<file path="src/rtl/mem_arbiter.sv">
`default_nettype none
// ============================================================================
//  Module   : mem_arbiter
//  Purpose  : Two-port memory arbiter. A core port (c_*) and a programming
//             loader port (p_*) share one downstream memory port (m_*).
//             Round-robin between the two in normal operation; in
//             programming mode only the loader may issue. Up to OUTST
//             transactions may be outstanding; responses return in order
//             and are steered to the recorded owner through a small FIFO.
//  Ports    : clk, rst (async, active-low)
//             prog_mode_i                 - lock the core port out
//             c_req/gnt/addr/we/be/wdata  - core request channel
//             c_rvalid/err/rdata          - core response channel
//             p_req/gnt/addr/we/wdata     - loader request (byte enables = all ones)
//             p_rvalid/err/rdata          - loader response channel
//             m_req/gnt/addr/we/be/wdata  - downstream request channel
//             m_rvalid/err/rdata          - downstream response channel
//             outst_o                     - outstanding transaction count
//             spurious_o                  - sticky: response with nothing outstanding
//  Revision : 1.0 - initial release
// ============================================================================
module mem_arbiter #(
   parameter int MEM_W = 32,
   parameter int OUTST = 4
) (
   input  logic                         clk,
   input  logic                         rst,
   input  logic                         prog_mode_i,
   // core port
   input  logic                         c_req_i,
   output logic                         c_gnt_o,
   input  logic [31:0]                  c_addr_i,
   input  logic                         c_we_i,
   input  logic [MEM_W/8-1:0]           c_be_i,
   input  logic [MEM_W-1:0]             c_wdata_i,
   output logic                         c_rvalid_o,
   output logic                         c_err_o,
   output logic [MEM_W-1:0]             c_rdata_o,
   // programming-loader port
   input  logic                         p_req_i,
   input  logic [31:0]                  p_addr_i,
   input  logic                         p_we_i,
   input  logic [MEM_W-1:0]             p_wdata_i,
   output logic                         p_gnt_o,
   output logic                         p_rvalid_o,
   output logic                         p_err_o,
   output logic [MEM_W-1:0]             p_rdata_o,
   // downstream port
   output logic                         m_req_o,
   output logic [31:0]                  m_addr_o,
   output logic                         m_we_o,
   output logic [MEM_W/8-1:0]           m_be_o,
   output logic [MEM_W-1:0]             m_wdata_o,
   input  logic                         m_gnt_i,
   input  logic                         m_rvalid_i,
   input  logic                         m_err_i,
   input  logic [MEM_W-1:0]             m_rdata_i,
   // status
   output logic [$clog2(OUTST+1)-1:0]   outst_o,
   output logic                         spurious_o
);

   localparam int CNT_W = $clog2(OUTST + 1);
   localparam int PTR_W = $clog2(OUTST);
   localparam int BE_W  = MEM_W / 8;
   localparam logic [CNT_W-1:0] c_FULL_CNT = CNT_W'(OUTST);

   // ---------------------------------------------------------------------
   // State
   // ---------------------------------------------------------------------
   logic                r_last;          // 1 = loader was granted last
   logic [CNT_W-1:0]    r_cnt;
   logic [PTR_W-1:0]    r_wptr;
   logic [PTR_W-1:0]    r_rptr;
   logic [OUTST-1:0]    r_owner;         // owner id per slot: 0 = core, 1 = loader
   logic                r_spur;
   logic                r_c_rvalid;
   logic                r_c_err;
   logic [MEM_W-1:0]    r_c_rdata;
   logic                r_p_rvalid;
   logic                r_p_err;
   logic [MEM_W-1:0]    r_p_rdata;

   // ---------------------------------------------------------------------
   // Arbitration
   // ---------------------------------------------------------------------
   logic w_sel_p;
   logic w_sel_req;
   logic w_not_full;
   logic w_issue;
   logic w_hs;
   logic w_pop;
   logic w_drop;
   logic w_head;

   // In programming mode the loader is always the selected port, so the
   // core can never reach the downstream port. Otherwise the loader wins
   // when it is alone or when the core was granted last.
   assign w_sel_p    = prog_mode_i ? 1'b1 : (p_req_i & (~c_req_i | ~r_last));
   assign w_sel_req  = w_sel_p ? p_req_i : c_req_i;
   // Full blocks issue even if a response pops this cycle: the count is
   // the registered value, not the post-pop value.
   assign w_not_full = (r_cnt < c_FULL_CNT);
   // Gating with rst keeps the combinational request/grants quiet while
   // reset is held.
   assign w_issue    = rst & w_sel_req & w_not_full;
   assign w_hs       = w_issue & m_gnt_i;

   assign w_head     = r_owner[r_rptr];
   assign w_pop      = m_rvalid_i & (r_cnt != '0);
   assign w_drop     = m_rvalid_i & (r_cnt == '0);

   assign m_req_o    = w_issue;
   assign m_addr_o   = w_sel_p ? p_addr_i  : c_addr_i;
   assign m_we_o     = w_sel_p ? p_we_i    : c_we_i;
   assign m_be_o     = w_sel_p ? {BE_W{1'b1}} : c_be_i;
   assign m_wdata_o  = w_sel_p ? p_wdata_i : c_wdata_i;

   assign c_gnt_o    = w_hs & ~w_sel_p;
   assign p_gnt_o    = w_hs &  w_sel_p;

   // ---------------------------------------------------------------------
   // Owner FIFO, counters and registered responses
   // ---------------------------------------------------------------------
   always_ff @(posedge clk or negedge rst) begin
      if (!rst) begin
         r_last     <= 1'b1;             // core wins the first tie
         r_cnt      <= '0;
         r_wptr     <= '0;
         r_rptr     <= '0;
         r_owner    <= '0;
         r_spur     <= 1'b0;
         r_c_rvalid <= 1'b0;
         r_c_err    <= 1'b0;
         r_c_rdata  <= '0;
         r_p_rvalid <= 1'b0;
         r_p_err    <= 1'b0;
         r_p_rdata  <= '0;
      end else begin
         if (w_hs) begin
            r_owner[r_wptr] <= w_sel_p;
            r_wptr          <= r_wptr + PTR_W'(1);   // wraps modulo OUTST
            r_last          <= w_sel_p;
         end
         if (w_pop) begin
            r_rptr <= r_rptr + PTR_W'(1);
         end
         r_cnt <= r_cnt + CNT_W'(w_hs) - CNT_W'(w_pop);

         if (w_drop) begin
            r_spur <= 1'b1;
         end

         r_c_rvalid <= w_pop & ~w_head;
         r_c_err    <= w_pop & ~w_head & m_err_i;
         if (w_pop & ~w_head) begin
            r_c_rdata <= m_rdata_i;
         end

         r_p_rvalid <= w_pop & w_head;
         r_p_err    <= w_pop & w_head & m_err_i;
         if (w_pop & w_head) begin
            r_p_rdata <= m_rdata_i;
         end
      end
   end

   assign outst_o    = r_cnt;
   assign spurious_o = r_spur;
   assign c_rvalid_o = r_c_rvalid;
   assign c_err_o    = r_c_err;
   assign c_rdata_o  = r_c_rdata;
   assign p_rvalid_o = r_p_rvalid;
   assign p_err_o    = r_p_err;
   assign p_rdata_o  = r_p_rdata;

endmodule
`default_nettype wire

</file>
<file path="config.mk">
export PLATFORM = sky130hd
export DESIGN_NAME = mem_arbiter
export DESIGN_NICKNAME = d
export VERILOG_FILES = /design/src/rtl/mem_arbiter.sv
export SDC_FILE = /design/constraint.sdc
export NUM_CORES = 1
export LEC_CHECK = 0
export BUFFER_PORTS_ARGS = -buffer_cell sky130_fd_sc_hd__clkbuf_2
export CORE_AREA = 5 5 119 121
export CTS_CLUSTER_SIZE = 28
export DETAILED_ROUTE_END_ITERATION = 10
export DIE_AREA = 0 0 124 126
export PLACE_DENSITY = 0.75
export REMOVE_ABC_BUFFERS = 1
export SETUP_SLACK_MARGIN = 0.2
export SLEW_MARGIN = 5
export SYNTH_ARGS = -nofsm -noshare
export SYNTH_HDL_FRONTEND = slang
export SYNTH_SLANG_ARGS = --single-unit
</file>
<file path="constraint.sdc">
create_clock -name clk -period 2.7 [get_ports clk]
set_input_delay 0.54 -clock clk [delete_from_list [all_inputs] [get_ports clk]]
set_output_delay 0.54 -clock clk [all_outputs]
set_load 0.02 [all_outputs]
</file>
After elaboration in Yosys (flattened, before gate mapping). Cells that the tools add are included.

Output and inout port bits: 144. Register bits after elaboration: 81. Word-level logic and storage cells: 51. Input bits: 174.

Multiplexer cells: 11. Reductions and logical operators: 3. Bitwise gates (word level): 17. Add/sub/neg operators: 4. Magnitude comparators: 4.

Operators with widths (count): $mux 32 (2); $and 1x1->1 (12); $lt 2x3->1 const B (2); $mux 1 (5); $add 2x1->2 const B (2); $bwmux 4 (1); $mux 4 (1); $not 1->1 (4); $add 3x1->3 (1); $logic_not 3->1 (1); $lt 3x3->1 const B (1); $reduce_bool 3->1 (1); $sub 3x1->3 (1); $bmux 1 s2 (1); $demux 1 s2 (1); $ge 2x1->1 const B (1); $logic_and 1x1->1 (1); $or 1x1->1 (1).

Logic depth before layout (Yosys ltp). Gate-level depths: netlist (run 1).

Depth after elaboration: 10. Gate-level depth with buffers: 8. Mapped depth without buffers: 8.

Worst setup path after synthesis (run 1). Ideal clock, no wire load.

Path type: input to register. Start point: input rst. End point: register r_cnt[2] (netlist: outst_o[2]). Slack: 0.300 ns. Stages: 8. Setup time: 0.134 ns. Arrival: 2.266 ns. Buffers on the path: 0. Required time: 2.566 ns. Cell sequence: nor2b_1 > o211ai_1 > ha_1 > inv_1 > ha_1 > fa_1 > xor2_1 > xnor2_1.

Word-level cells in the longest chain between the ends: 5.

Ends and longest elaborated chain: start, declared (line 27) `input logic rst,`; $and 1x1->1 (2 in series) (line 106) `assign w_issue = rst & w_sel_req & w_not_full;`; $and 1x1->1 (line 107) `assign w_hs = w_issue & m_gnt_i;`; $add 3x1->3 (line 148) `r_cnt <= r_cnt + CNT_W'(w_hs) - CNT_W'(w_pop);`; $sub 3x1->3 (line 148); end signal, assigned (line 148); end, declared (line 72) `logic [CNT_W-1:0] r_cnt;`.

No other way between the ends. A chain may end at the register's enable or synchronous reset.

Worst setup path in the final report (run 1).
Start point: register r_last. End point: output m_wdata_o[8].

Word-level cells in the longest chain between the ends: 5.

Ends and longest elaborated chain: start, declared (line 71) `logic r_last;`; start signal, assigned (line 143) `r_last <= w_sel_p;`; $not 1->1 (line 99) `assign w_sel_p = prog_mode_i ? 1'b1 : (p_req_i & (~c_req_i | ~r_last));`; $or 1x1->1 (line 99); $and 1x1->1 (line 99); $mux 1 (line 99); $mux 32 (line 117) `assign m_wdata_o = w_sel_p ? p_wdata_i : c_wdata_i;`; end, declared (line 53) `output logic [MEM_W-1:0] m_wdata_o,`.

No other way between the ends.

==> results.toml, run 1 <==
[routing]
postRouteAntennaNets = 0
post-route-drc-count = 0
drt_iter0_drc = 174
vias = 3630
wl_um = 17560
viasPerCell = 4.589
wire_per_inst_um = 22.20
drtPass1Iterations = 4

[floorplan]
die_area_sq_mm = 0.01562
die_h_um = 126
die_w_um = 124
rows = 42
start_util_pct = 30.99
io_pins = 318
coreArea_sq_mm = 0.01298

[power_and_ir_drop]
p_total_mw = 7.024
power_density_mw_per_mm2 = 1074
p_leak_nw = 3.370
irDropWorstVdd_mv = 0.4138

[outcome]
status = "finished clean"

[yosys]
yosys_warnings = 0
yosysMostFrequentCell = "mux2_2"
synth_simple_gate_area_share_pct = 2.208
yosysTopAreaCell = "dfrtp_1"
synth_edf_count = 0
syn_area_sq_mm = 0.004023
synth_top_family_by_area = "multiplexers"
yosysSeqAreaShare_pct = 50.42
synth_common_cells = "133 x mux2_2, 80 x dfrtp_1, 7 x buf_2, 7 x inv_1"
syn_area_per_cell_sq_um = 14.57
synthArstFlopShare_pct = 100.0
synth_top_area_share_pct = 49.77
synth.area.mux_share_pct = 38.35
ys_top_cells_by_area = "dfrtp_1 50%, mux2_2 37%, ha_1 1.9%"
synth_xor_area_share_pct = 1.089
yosys.area_share.adder_pct = 2.364
yosys_register_bits = 81
synthFlopType = "dfrtp_1"
synth_cell_types = 27
syn_inst = 276
synth_compound_area_share_pct = 2.271

[grt]
met3_usage_pct = 4.888
met2_usage_pct = 36.24
grtUsageTotal_pct = 20.57
grt.overflow.total = 0
antenna_found_initial = 4
grt_pass1_wl_um = 23600
top_usage_layer = "met2"
grt_pass1_vias = 3949
use_met1_pct = 24.20
grt_max_degree = 82

[timing]
worstMarginPinSlew_ps = 986.4
worst_slack_ps = 180.2
fin_worst_skew_ps = 7.332
tns_ps = 0
hold_ws_ps = 454.8
min_period_ps = 2520
max_freq_mhz = 396.9
slew_headroom_pct = 34.24
slew_violations = 0
finalCritPeriodShare_pct = 93.33
rsz0062_at_grt = "true"
setup_viol = 0
hold_viol = 0

[setup_path]
critPathKind = "reg -> out"
required_ps = 2160
end_kind = "primary output"
critPathMaxFanout = 6
worst_setup_path_start_kind = "register"
arrival_ps = 1980

[final_layout]
fin_nets = 787
ff_latch_area_sq_mm = 0.002028
multi_input_area_sq_mm = 0.001939
final_area_sq_mm = 0.006541
area_growth_syn_to_layout_pct = 62.61
fillCellCount = 1176
drive_above_1_share_pct = 79.87

[cts]
root_buffer = "clkbuf_16"
cts_buffer_depth = 2
cts_hold_buffers = 0
h-tree-depth = 3
cts.clk_slew.worst_paths_ps = 60
clk_latency_ps = 320
cts_tree = "yes"
cts_sinks = 81
numCtsBuffers = 9

[place]
portBuffers = 317
place.gp.congestion = 1.076
place_ws_ps = 300.1
placed_area_sq_mm = 0.005822
dp_hpwl_um = 14200

[job]
maxCapViolations = 0

[min_path]
min_path_type = "in -> reg"
==> final timing paths <==
path / startpoint / slack [ps] / endpoint / cells past startpoint
worst max register to register: outst_o[2]$_DFF_PN0_ / 360 / outst_o[2]$_DFF_PN0_ / 8
worst min-delay path: m_err_i / 450 / c_err_o$_DFF_PN0_ / 3
min in group asynchronous: rst / 490 / outst_o[2]$_DFF_PN0_ / 2
worst max-delay path: r_last$_DFFE_PN1P_ / 180 / m_wdata_o[8] / 6
max in group asynchronous: rst / 1590 / p_err_o$_DFF_PN0_ / 2
worst min register to register: spurious_o$_DFFE_PN0P_ / 460 / spurious_o$_DFFE_PN0P_ / 1
==> metrics by stage <==
stage,util [%],cells
floorplan,-,262
global placement,44.85,763
detailed placement,44.85,763
CTS,47.60,780
global route,50.40,791
finish,50.40,791
==> layout by cell type (no fill, tap or decap) <==
master     synthesis  routed
clkbuf_2           0     287
mux2_2           133     116
dfrtp_1           80      80
buf_6              6      27
mux2_4             0      17
clkbuf_16          0      11
inv_1              7       7
buf_4              0       7
ha_1               6       6
buf_12             0       5
diode_2            0       4
nand2b_1           4       4
xnor2_1            4       4
o2111ai_1          4       4
nor2_1             3       3
buf_2              7       3
nand2_2            1       2
nor2b_1            2       2
a21o_1             2       2
nand2_1            3       2
mux2_1             2       2
bufinv_16          0       2
clkinv_4           0       2
buf_8              0       2
a21oi_4            0       1
o31ai_4            1       1
o211ai_1           1       1
xor2_1             1       1
mux4_2             1       1
nor2_4             1       1
and3_1             1       1
o21a_1             1       1
nor3_1             1       1
fa_1               1       1
clkbuf_1           1       1
inv_6              0       1
clkbuf_8           0       1
dfstp_2            1       1
==> critical path: stages, from the launching register on <==
cell,delay [ps]
dfstp_2,530
nand2_2,70
a21oi_4,220
buf_12,180
clkbuf_16,160
mux2_2,350
buf_6,140
==> layout make-up <==
class / count / share of cell area (%)
well taps: 176 / 3.366
inverters: 7 / 0.4017
flip-flops and latches: 81 / 31.01
multi-input cells: 174 / 29.65
repair buffers: 333 / 30.39
diodes: 4 / 0.1530
clock inverters: 5 / 1.320
clock buffers: 11 / 3.711
==> flip-flops by register name (all words and copies together), names as in the netlist, 2 cells and up <==
signal     cells
c_rdata_o     32
p_rdata_o     32
r_owner        4
outst_o        3
r_rptr         2
r_wptr         2
==> kinds of logic (layout without fill, tap and decap cells) <==
group,count (synthesis),after routing
AOI/OAI and AO/OA,10,10
xor gates and xnor gates,5,5
adders and majority gates,7,7
buffers and inverters,21,356
DFF,81,81
muxes,136,136
other,0,4
and+or+nand+nor,16,16
==> layer usage <==
layer,up-vias,share of wire [%]
met4,0,2.4
met3,18,7.1
li1,1655,-
met2,181,53
met5,-,0
met1,1776,38
==> repair_timing <==
| item | 4_1_cts | 5_1_grt |
|---|---|---|
| pin swaps | 0 | 1 |
| resized for setup | 1 | 106 |
| endpoints found under the setup margin | 65 | 65 |
| setup buffers | 0 | 1 |
| cloned | 1 | 6 |
==> power breakdown <==
part / total, mW / internal [mW] / switching, mW / leakage [nW]
registers: 2.22 / 1.85 / 0.369 / 0.955
logic: 3.49 / 1.61 / 1.89 / 2.26
clock network: 1.31 / 0.842 / 0.469 / 0.160
Power figures use the tool's default switching activity.
==> inputs of run 2 (changes only) <==
--- a/config.mk
+++ b/config.mk
@@ -12,7 +12,6 @@
 export DIE_AREA = 0 0 124 126
 export PLACE_DENSITY = 0.75
 export REMOVE_ABC_BUFFERS = 1
-export SETUP_SLACK_MARGIN = 0.2
 export SLEW_MARGIN = 5
 export SYNTH_ARGS = -nofsm -noshare
 export SYNTH_HDL_FRONTEND = slang
==> results.toml, run 2 (synthesized netlist as in run 1, its figures left out) <==
[outcome]
status = "finished clean"

[cts]
h-tree-depth = 3
cts_hold_buffers = 0
cts_buffer_depth = 2
cts.clk_slew.worst_paths_ps = 60
cts.repair.resized = 0
clk_latency_ps = 320
cts_sinks = 81
numCtsBuffers = 9
cts_setup_buffers = 0
root_buffer = "clkbuf_16"
cts_tree = "yes"

[setup_path]
critPathKind = "reg -> out"
worst_setup_path_start_kind = "register"
critPathMaxFanout = 70
end_kind = "primary output"
cpPeakStageDelay_ps = 520
required_ps = 2160
cp_slowest_cell = "dfstp_2"
crit_path_cell_trace = "nand2_1, a21oi_4, buf_12, mux2_2, clkbuf_2"
arrival_ps = 2040

[grt]
grtUsageTotal_pct = 20.38
grt.overflow.total = 0
antenna_found_initial = 5
grt_max_degree = 82
grt_pass1_wl_um = 23370
grt_pass1_vias = 3929

[routing]
wl_um = 16170
drtPass1Iterations = 4
postRouteAntennaNets = 0
vias = 3520
post-route-drc-count = 0
wire_per_inst_um = 20.63
viasPerCell = 4.490
drt_iter0_drc = 161

[timing]
fin_worst_skew_ps = 7.361
hold_viol = 0
max_freq_mhz = 388.1
slew_violations = 0
setup_viol = 0
min_period_ps = 2577
finalCritPeriodShare_pct = 95.44
slew_headroom_pct = 34.36
worst_slack_ps = 123.2
rsz0062_at_grt = "false"
worstMarginPinSlew_ps = 984.6

[final_layout]
fin_nets = 779
final_common_cell = "clkbuf_2"
final_cell_mix = "316 x clkbuf_2, 133 x mux2_2, 80 x dfrtp_1"
fin_cells = 784
drive_above_1_share_pct = 79.44
area_growth_syn_to_layout_pct = 53.22

[floorplan]
die_h_um = 126
die_w_um = 124
start_util_pct = 30.99
io_pins = 318
rows = 42
coreArea_sq_mm = 0.01298
die_area_sq_mm = 0.01562

[power_and_ir_drop]
power_density_mw_per_mm2 = 1110
p_total_mw = 6.843
irDropWorstVdd_mv = 0.4139
p_leak_nw = 3.184

[place]
place.gp.congestion = 1.076
dp_cells = 763
portBuffers = 317
dp_hpwl_um = 14200
place_ws_ps = 300.1

[job]
maxCapViolations = 0

[min_path]
min_path_type = "in -> reg"
[run 2: cell type report]
cell class | instances | area, sq um
Inverter | 7 | 26.28
Antenna cell | 5 | 12.51
Fill cell | 1211 | 6817
Clock buffer | 11 | 242.7
Timing Repair Buffer | 325 | 1674
Clock inverter | 5 | 86.33
Sequential cell | 81 | 2028
Multi-Input combinational cell | 174 | 1873
Tap cell | 176 | 220.2
[run 2: report_power, final]
part | total (mW) | internal [mW] | switching [mW] | leakage, nW
Sequential | 2.22 | 1.85 | 0.367 | 0.955
Combinational | 3.32 | 1.48 | 1.84 | 2.07
Clock | 1.31 | 0.841 | 0.464 | 0.160
Total | 6.84 | 4.18 | 2.67 | 3.18
[run 2: final timing paths]
kind,start,endpoint,slack [ps],cells past startpoint
hold reg to reg,spurious_o$_DFFE_PN0P_,spurious_o$_DFFE_PN0P_,460,1
setup / recovery,r_last$_DFFE_PN1P_,m_we_o,120,5
hold / removal,m_err_i,c_err_o$_DFF_PN0_,460,3
max in group asynchronous,rst,p_err_o$_DFF_PN0_,1590,2
setup reg to reg,outst_o[2]$_DFF_PN0_,outst_o[2]$_DFF_PN0_,350,8
min in group asynchronous,rst,outst_o[2]$_DFF_PN0_,490,2
[run 2: metal layers]
metal	vias up	track usage (%)	wire (um)	part of all wire [%]
li1	1640	-	-	-
met3	14	5.291	1218	7.5
met4	0	8.247	337	2.1
met5	-	0	0	0
met2	175	35.32	8500	53
met1	1691	23.71	6116	38
[run 2: worst max-delay path, delay by kind of cell (launching register included)]
kind | cells | cell delay, ps
buf+inv | 2 | 510
simple gates | 1 | 100
compound gates | 1 | 180
mux | 1 | 390
flops | 1 | 520
[run 2: metrics by stage]
stage / hold slack (ps) / TNS (ps) / cell area, sq um / utilization (%)
2_1_floorplan: 244.4 / -173150 / 3916 / -
5_1_grt: 450.5 / 0 / 6163 / 47.48
3_5_place_dp: 443.2 / 0 / 5822 / 44.85
6_report: 456.3 / 0 / 6163 / 47.48
4_1_cts: 449.7 / 0 / 6151 / 47.39
3_3_place_gp: 441.2 / 0 / 5822 / 44.85
==> inputs of run 3 (changes only) <==
--- a/config.mk
+++ b/config.mk
@@ -6,11 +6,11 @@
 export NUM_CORES = 1
 export LEC_CHECK = 0
 export BUFFER_PORTS_ARGS = -buffer_cell sky130_fd_sc_hd__clkbuf_2
-export CORE_AREA = 5 5 119 121
+export CORE_MARGIN = 5
+export CORE_UTILIZATION = 30
 export CTS_CLUSTER_SIZE = 28
 export DETAILED_ROUTE_END_ITERATION = 10
-export DIE_AREA = 0 0 124 126
-export PLACE_DENSITY = 0.75
+export PLACE_DENSITY = 0.74
 export REMOVE_ABC_BUFFERS = 1
 export SLEW_MARGIN = 5
 export SYNTH_ARGS = -nofsm -noshare
==> results.toml, run 3 (synthesized netlist as in run 1, its figures left out) <==
[outcome]
status = "finished clean"

[setup_path]
worst_setup_path_start_kind = "register"
critPathKind = "reg -> out"
reg2reg_depth = 8
arrival_ps = 2080
end_kind = "primary output"
required_ps = 2160
crit_start = "r_last$_DFFE_PN1P_"
timing.rr.start = "outst_o[2]$_DFF_PN0_"
critPathMaxFanout = 70
reg2reg_setup_slack_ps = 430
regToRegEndpoint = "outst_o[2]$_DFF_PN0_"

[timing]
max_freq_mhz = 381.7
hold_viol = 0
worst_slack_ps = 80.28
fin_worst_skew_ps = 8.198
rsz0062_at_grt = "false"
slew_violations = 0
min_period_ps = 2620
slew_headroom_pct = 33.58
finalCritPeriodShare_pct = 97.03
setup_viol = 0
worstMarginPinSlew_ps = 996.3

[place]
place_ws_ps = 311.9
dp_hpwl_um = 13380
place.gp.congestion = 1.014
portBuffers = 317

[power_and_ir_drop]
p_total_mw = 6.726
combinationalPowerShare_pct = 49.0
seq_power_share_pct = 32.9
p_sw_mw = 2.681
power_density_mw_per_mm2 = 1097
irDropWorstVdd_mv = 0.3675
swShare_pct = 39.87
intPower_mw = 4.045
p_leak_nw = 3.164
clockPowerShare_pct = 18.1

[routing]
vias = 3586
viasPerCell = 4.574
drt_iter0_drc = 128
wl_um = 15460
drtPass1Iterations = 4
postRouteAntennaNets = 0
post-route-drc-count = 0
wire_per_inst_um = 19.72

[final_layout]
ff_latch_area_sq_mm = 0.002028
fin_nets = 780
final_common_cell = "clkbuf_2"
final_cell_mix = "316 x clkbuf_2, 133 x mux2_2, 80 x dfrtp_1"
final_core_util_pct = 46.47
fillCellCount = 1217
area_growth_syn_to_layout_pct = 52.38
drive_above_1_share_pct = 79.47
multi_input_area_sq_mm = 0.001873

[grt]
grt.overflow.total = 0
antenna_found_initial = 6
grtUsageTotal_pct = 18.89
grt_pass1_wl_um = 22780
grt_pass1_vias = 3845
grt_max_degree = 82

[cts]
cts_buffer_depth = 2
cts_hold_buffers = 0
cts.clk_slew.worst_paths_ps = 60
cts_tree = "yes"
h-tree-depth = 3
clk_latency_ps = 330
cts_sinks = 81
cts_setup_buffers = 0
cts.repair.resized = 0
root_buffer = "clkbuf_16"
numCtsBuffers = 9

[floorplan]
start_util_pct = 30.50
die_w_um = 125.8
die_h_um = 125.8
die_area_sq_mm = 0.01582
coreArea_sq_mm = 0.01319
io_pins = 318
rows = 42

[min_path]
min_from = "m_err_i"
hold_end = "c_err_o$_DFF_PN0_"
holdPathStages = 3
min_path_type = "in -> reg"

[job]
maxCapViolations = 0
[run 3: worst max path at each step]
stage / to / slack (ps) / cells after the start
after floorplan: m_be_o[0] / -2490 / 3
after global placement: m_addr_o[17] / 340 / 6
after detailed placement: m_addr_o[17] / 310 / 6
after CTS: m_addr_o[17] / 70 / 5
after global routing: m_addr_o[17] / 10 / 5
final: m_addr_o[17] / 80 / 5
[run 3: power by group through the flow]
stage               Clock [mW]  Sequential, mW  Combinational [mW]
floorplan                    0            2.86                1.47
global placement             0            2.19                3.27
detailed placement           0            2.24                3.34
CTS                       1.25            2.22                3.35
global route              1.31            2.30                3.53
finish                    1.22            2.21                3.29
[run 3: final cells by class]
cell class	count	area share [%]
flip-flops and latches	81	33.09
diodes	4	0.1633
clock inverters	6	1.204
clock buffers	10	3.735
inverters	7	0.4287
multi-input cells	174	30.56
repair buffers	326	27.23
well taps	176	3.593
[run 3: stage by stage]
step           instances  hold slack (ps)  TNS (ps)  area [sq um]
2_1_floorplan        262            244.4   -173150          3916
3_3_place_gp         764            444.2         0          5817
3_5_place_dp         764            444.8         0          5817
4_1_cts              780            405.8         0          6120
5_1_grt              784            436.8         0          6130
6_report             784            419.4         0          6130
[run 3: metal layers]
metal	vias to the layer above	global-route usage, %	routed length, um
met4	4	8.580	510
met2	180	32.54	8023
met5	-	0	22
met3	26	5.800	1282
li1	1640	-	-
met1	1736	21.55	5624
[run 3: critical path: stages, from the launching register on]
cell,delay [ps]
dfstp_2,530
nand2_1,100
a21oi_4,180
buf_12,320
mux2_2,430
clkbuf_2,170
